`src/rtl/kiss_seq_gen.sv`:
```
// kiss_seq_gen: transmit-side symbol generator for the 4-bit bbara-style
// command stream. Each accepted command emits cmd_count+1 copies of its
// symbol, separated by GAP idle cycles, then pulses done.
// Optional build macro KISS_GEN_TRACK_EN adds a shadow model of the 10-state
// downstream detector (track_state / track_out ports).
module kiss_seq_gen #(
  parameter int CNT_W = 4,
  parameter int GAP   = 1
) (
  input  logic             clock,
  input  logic             reset,
  input  logic             cmd_valid,
  output logic             cmd_ready,
  input  logic [1:0]       cmd_op,
  input  logic [CNT_W-1:0] cmd_count,
  output logic [3:0]       sym_out,
  output logic             sym_strobe,
  output logic             busy,
  output logic             done
`ifdef KISS_GEN_TRACK_EN
  ,
  output logic [3:0]       track_state,
  output logic [1:0]       track_out
`endif
);

  // Gap counter holds GAP-1 down to 0; keep at least one bit for GAP<=1.
  localparam int GW = (GAP > 1) ? $clog2(GAP) : 1;

  localparam logic [3:0] SYM_PAD  = 4'b0000;
  localparam logic [3:0] SYM_ADV  = 4'b0111;
  localparam logic [3:0] SYM_BACK = 4'b0011;
  localparam logic [3:0] SYM_JUMP = 4'b1011;

  typedef enum logic [1:0] {
    S_IDLE = 2'd0,
    S_EMIT = 2'd1,
    S_GAP  = 2'd2
  } state_t;

  state_t           state_reg;
  logic [1:0]       op_reg;
  logic [CNT_W-1:0] remaining_reg;
  logic [GW-1:0]    gap_cnt_reg;

  function automatic logic [3:0] code_of(input logic [1:0] op);
    case (op)
      2'b01:   code_of = SYM_ADV;
      2'b10:   code_of = SYM_BACK;
      2'b11:   code_of = SYM_JUMP;
      default: code_of = SYM_PAD;
    endcase
  endfunction

  // Ready is the only unregistered output so a new command can be taken in
  // the same cycle done is high, giving back-to-back commands with no bubble.
  assign cmd_ready = (state_reg == S_IDLE);

  // Sequencer: state, repeat/gap counters and all registered outputs.
  always_ff @(posedge clock) begin
    if (reset) begin
      state_reg     <= S_IDLE;
      op_reg        <= 2'b00;
      remaining_reg <= '0;
      gap_cnt_reg   <= '0;
      sym_out       <= SYM_PAD;
      sym_strobe    <= 1'b0;
      busy          <= 1'b0;
      done          <= 1'b0;
    end else begin
      case (state_reg)
        S_IDLE: begin
          done       <= 1'b0;
          sym_out    <= SYM_PAD;
          sym_strobe <= 1'b0;
          busy       <= 1'b0;
          if (cmd_valid) begin
            op_reg        <= cmd_op;
            remaining_reg <= cmd_count;
            state_reg     <= S_EMIT;
            sym_out       <= code_of(cmd_op);
            sym_strobe    <= 1'b1;
            busy          <= 1'b1;
          end
        end
        S_EMIT: begin
          if (remaining_reg == '0) begin
            // Last symbol is on the bus now; no trailing gap.
            state_reg  <= S_IDLE;
            done       <= 1'b1;
            sym_out    <= SYM_PAD;
            sym_strobe <= 1'b0;
            busy       <= 1'b0;
          end else begin
            remaining_reg <= remaining_reg - CNT_W'(1);
            if (GAP == 0) begin
              sym_out    <= code_of(op_reg);
              sym_strobe <= 1'b1;
              busy       <= 1'b1;
            end else begin
              state_reg   <= S_GAP;
              gap_cnt_reg <= GW'(GAP - 1);
              sym_out     <= SYM_PAD;
              sym_strobe  <= 1'b0;
              busy        <= 1'b1;
            end
          end
        end
        S_GAP: begin
          if (gap_cnt_reg == '0) begin
            state_reg  <= S_EMIT;
            sym_out    <= code_of(op_reg);
            sym_strobe <= 1'b1;
            busy       <= 1'b1;
          end else begin
            gap_cnt_reg <= gap_cnt_reg - GW'(1);
          end
        end
        default: begin
          state_reg  <= S_IDLE;
          sym_out    <= SYM_PAD;
          sym_strobe <= 1'b0;
          busy       <= 1'b0;
          done       <= 1'b0;
        end
      endcase
    end
  end

`ifdef KISS_GEN_TRACK_EN
  // Detector state codes as seen on track_state.
  localparam logic [3:0] ST0 = 4'd0;
  localparam logic [3:0] ST1 = 4'd1;
  localparam logic [3:0] ST4 = 4'd2;
  localparam logic [3:0] ST2 = 4'd3;
  localparam logic [3:0] ST3 = 4'd4;
  localparam logic [3:0] ST7 = 4'd5;
  localparam logic [3:0] ST5 = 4'd6;
  localparam logic [3:0] ST6 = 4'd7;
  localparam logic [3:0] ST8 = 4'd8;
  localparam logic [3:0] ST9 = 4'd9;

  function automatic logic [3:0] track_next(input logic [3:0] s, input logic [3:0] sym);
    track_next = s;
    if (s > ST9) begin
      track_next = ST0;
    end else begin
      case (sym)
        SYM_ADV: begin
          case (s)
            ST0:     track_next = ST1;
            ST1:     track_next = ST2;
            ST2:     track_next = ST3;
            ST3:     track_next = ST3;
            default: track_next = ST1;
          endcase
        end
        SYM_BACK: begin
          case (s)
            ST2:      track_next = ST1;
            ST3, ST6: track_next = ST7;
            ST7:      track_next = ST8;
            ST8:      track_next = ST9;
            ST5:      track_next = ST4;
            default:  track_next = ST0;
          endcase
        end
        SYM_JUMP: begin
          case (s)
            ST4:     track_next = ST5;
            ST5:     track_next = ST6;
            ST6:     track_next = ST6;
            default: track_next = ST4;
          endcase
        end
        default: track_next = s;
      endcase
    end
  endfunction

  // Shadow detector advances on every strobed symbol the generator emits.
  always_ff @(posedge clock) begin
    if (reset) begin
      track_state <= ST0;
    end else if (sym_strobe) begin
      track_state <= track_next(track_state, sym_out);
    end else if (track_state > ST9) begin
      track_state <= ST0;
    end
  end

  // Predicted detector output depends on the symbol currently on the bus.
  always_comb begin
    track_out = 2'b00;
    if (track_state == ST3 && sym_out != SYM_BACK && sym_out != SYM_JUMP) begin
      track_out = 2'b10;
    end else if (track_state == ST6 && sym_out != SYM_BACK && sym_out != SYM_ADV) begin
      track_out = 2'b01;
    end
  end
`endif

endmodule

```
`config.mk`:
```
export PLATFORM = sky130hd
export DESIGN_NAME = kiss_seq_gen
export DESIGN_NICKNAME = d
export VERILOG_FILES = /design/src/rtl/kiss_seq_gen.sv
export SDC_FILE = /design/constraint.sdc
export NUM_CORES = 1
export LEC_CHECK = 0
export ABC_CLOCK_PERIOD_IN_PS = 3000
export CAP_MARGIN = 20
export CORE_AREA = 3 3 40 42
export CTS_BUF_LIST = sky130_fd_sc_hd__clkbuf_2
export DETAILED_ROUTE_END_ITERATION = 8
export DIE_AREA = 0 0 43 45
export DONT_BUFFER_PORTS = 1
export GPL_TIMING_DRIVEN = 0
export PLACE_DENSITY = 0.67
export RECOVER_POWER = 25
export REMOVE_ABC_BUFFERS = 1
export SYNTH_ARGS = -nofsm -noshare
export SYNTH_HDL_FRONTEND = slang
export SYNTH_SLANG_ARGS = --single-unit
```
`constraint.sdc`:
```
create_clock -name clock -period 3 [get_ports clock]
set_clock_uncertainty 0.05 [all_clocks]
set_input_delay 0.3 -clock clock [delete_from_list [all_inputs] [get_ports clock]]
set_output_delay 0.3 -clock clock [all_outputs]
set_load 0.03 [all_outputs]
```
# == After elaboration in Yosys (flattened, before gate mapping) ==
# Index checks and enable logic that the tools add are counted.
# totals
mem_bits_ro,0
out_inout_bits,8
ram_bits,0
latchBits,0
mem_count,0
ff_bits,16
# classes
n_shift,0
n_mul,0
magnitude_cmp,0
div,0
bitwise_logic,1
reduce_logical,9
muxes,22
n_eq_ne,12
addsub,2
# ops
op,n
4-bit one-hot mux with 3 select lines,2
4-bit 2-to-1 mux,4
4-bit one-hot mux with 2 select lines,2
2-bit equality test (second input constant),5
2-bit != test (second input constant),4
2-bit AND reduction,4
2-bit by 1-bit equality test with 1-bit output (second input constant),3
1-bit 2-to-1 mux,6
2-bit 2-to-1 mux,3
1-bit one-hot mux with 2 select lines,3
2-bit one-hot mux with 3 select lines,1
4-bit logical NOT,1
2-bit nonzero test,2
4-bit by 1-bit subtractor with 4-bit output (second input constant),1
1-bit one-hot mux with 3 select lines,1
3-bit AND reduction,1
2-bit logical NOT,1
1-bit inverter,1
1-bit subtractor (second input constant),1

# == Logic depth before layout (Yosys ltp) ==
# depth
ltp_word,4
depth_mapped,5
depth_no_buf,5

# == Least setup slack after synthesis ==
# No wires, ideal clock.
# synth_path
path_kind,reg2out
startpoint,register state_reg[0]
endpoint,output cmd_ready
t_required_ps,2650
path_slack_ps,1662
t_arrival_ps,988
path_stages_with_launch,4
path_buffers,2
cell_sequence,dfxtp_1 buf_4 buf_2 nor2_1
# synth_between
elab_chain_cells,1
# synth_lines
item,line_no,source
from (decl),41,state_t state_reg;
from (signal assigned),62,state_reg <= S_IDLE;
from (signal assigned),80,state_reg <= S_EMIT;
from (signal assigned),89,state_reg <= S_IDLE;
2-bit logical NOT,57,assign cmd_ready = (state_reg == S_IDLE);
to (decl),13,"output logic cmd_ready,"
# Every way passes these cells.

# == Worst setup path in the final report ==
# layout_path
startpoint,register state_reg[1]
endpoint,output cmd_ready
# The elaborated chain is that of the path after synthesis.

==> impl_metrics.json <==
{
  "ys_seq_elements": 14,
  "fin_crit_sh": 0.549,
  "routed_wl_mm": 1.42,
  "maxCapViolCount": 0,
  "fmax_ghz": 0.608,
  "syn_avg_cell_area_um2": 9.42,
  "worstSetupPathType": "reg -> out",
  "pin_count": 17,
  "yosys-top-cells-area": "dfxtp_1, a21oi_1, a211oi_1, nor2_1, buf_4",
  "postRouteAntennaNets": 0,
  "worst_slew_pin_slew_ps": 566,
  "drive_gt1_frac": 0.107,
  "root_buffer": "clkbuf_2",
  "nFillCells": 125,
  "yosysTopAreaCellShare": 0.402,
  "vias": 577,
  "antenna_cells": 0,
  "ys_top_cells_by_count": "dfxtp_1, nor2_1, a21oi_1, a211oi_1",
  "irDropWorstVdd_v": 0.000270,
  "dieArea_um2": 1940,
  "slew_headroom": 0.622,
  "clk_latency_ps": 290,
  "rsz0062_at_grt": "false",
  "cts-resized-gates": 0,
  "slew_violations": 0,
  "syn_to_final_growth_pct": 3.77,
  "port_buffers": 0,
  "leakagePower_nw": 0.253,
  "rows": 13,
  "drc": 0,
  "setup_viol": 0,
  "antenna_found_initial": 0,
  "htreeDepth": 1,
  "final_nets": 86,
  "cpMaxStageDelayCell": "nor2_1",
  "core_area_um2": 1280,
  "ys.flop_type": "dfxtp_1",
  "async_flop_share": 0,
  "crit_arrival_ps": 1300,
  "drt_pass1_iterations": 4,
  "cp_top_family": "simple AND/OR/NAND/NOR gates",
  "dp_hpwl_um": 909,
  "grt_pass1_vias": 520,
  "gp_congestion": 0.766,
  "hp-class": "in -> reg",
  "grt_util_all_layers": 0.172,
  "globalRouteOverflowTotal": 0,
  "dp_cells": 84,
  "final_core_util": 0.563,
  "largest_reg_flops": 4,
  "cts_tree": "done",
  "period_needed_ps": 1650,
  "hold_viol": 0,
  "preCtsSetupSlack_ps": 1450,
  "worst_slack_ps": 1350,
  "grt_first_pass_wirelength_mm": 2.39,
  "start_kind": "flip-flop",
  "synth_edf_count": 0,
  "yosys.cell_types.count": 34,
  "ys_seq_area_frac": 0.402,
  "synth.most_common_cell": "dfxtp_1",
  "hold_buffers": 1,
  "postCtsSetupBuffers": 0,
  "initial_core_util": 0.542,
  "synthesis.instances": 74,
  "cts_buffers": 3,
  "p_per_area_nw_per_um2": 551,
  "setup_tns_ps": 0,
  "final_cells": 90,
  "syn_area_um2": 697,
  "die_h_um": 45,
  "max-clock-path-buffers": 2,
  "crit_fanout": 16,
  "crit_buf_inv": 0,
  "yosysTopAreaCell": "dfxtp_1",
  "cpPeakStageDelay_ps": 510,
  "crit_path_end_kind": "primary output",
  "grt_max_degree": 19,
  "routedWlPerCell_um": 15.7,
  "drt_iter0_drc": 8,
  "yosysWarnings": 0,
  "required_ps": 2650,
  "outcome": "complete, no violations",
  "via_per_inst": 6.41,
  "crit_chain": "nor2_1",
  "fin_hold_ws_ps": 41.4,
  "cts.sinks": 14,
  "die_w_um": 43,
  "clkTransAtPathRegs_ps": 140
}
## logic make-up (layout without fill, tap and decap cells)
family | after synthesis | in the layout | share of synthesized area
flops | 14 | 14 | 0.402
compound gates | 21 | 21 | 0.226
fa+ha+maj | 1 | 1 | 0.0180
buf+inv | 7 | 8 | 0.0556
mux | 2 | 2 | 0.0287
simple gates | 29 | 29 | 0.269
## stage by stage
| stage | power, mW | area [µm²] |
|---|---|---|
| after floorplan | 0.291 | 666 |
| after global placement | 0.305 | 684 |
| after detailed placement | 0.306 | 684 |
| after CTS | 0.401 | 713 |
| after global routing | 0.427 | 723 |
| final | 0.398 | 723 |
## worst paths after layout
kind                      from          endpoint  slack (ps)  cells after the start
hold reg to reg      op_reg[0]        sym_out[3]         480                      2
setup reg to reg  state_reg[0]  remaining_reg[3]        1430                      3
hold / removal           reset        sym_out[1]          40                      1
setup / recovery  state_reg[1]         cmd_ready        1350                      1
## metal layers
| metal | vias to the layer above | wire length, µm | track usage |
|---|---|---|---|
| met2 | 20 | 636 | 0.240 |
| met3 | 2 | 92 | 0.0558 |
| met5 | - | 0 | 0 |
| met4 | 0 | 11 | 0.108 |
| li1 | 276 | - | - |
| met1 | 279 | 676 | 0.228 |
## final cells by class
class                   instances  area, µm²  area share
flip-flops and latches         14        280       0.388
repair buffers                  2       20.0      0.0277
clock buffers                   3       15.0      0.0208
clock inverters                 1       3.75     0.00519
multi-input cells              53        378       0.522
well taps                      15       18.8      0.0260
inverters                       2       7.51      0.0104
## report_power, final
part / switching (mW) / internal, mW / total [mW]
Combinational: 0.0385 / 0.0383 / 0.0769
Sequential: 0.0285 / 0.201 / 0.229
Clock: 0.0629 / 0.0290 / 0.0919
## layout by cell type, fill, tap and decap left out, types with 2 or more instances in the layout
master,n
clkbuf_2,3
nand3_1,2
o32ai_1,2
dlygate4sd3_1,2
mux2i_1,2
nor3b_1,2
dfxtp_1,14
inv_1,2
a21oi_1,6
nor3_1,3
nand2b_1,3
nand3b_1,3
nor2_1,7
a211oi_1,4
(Power assumes the default switching activity.)
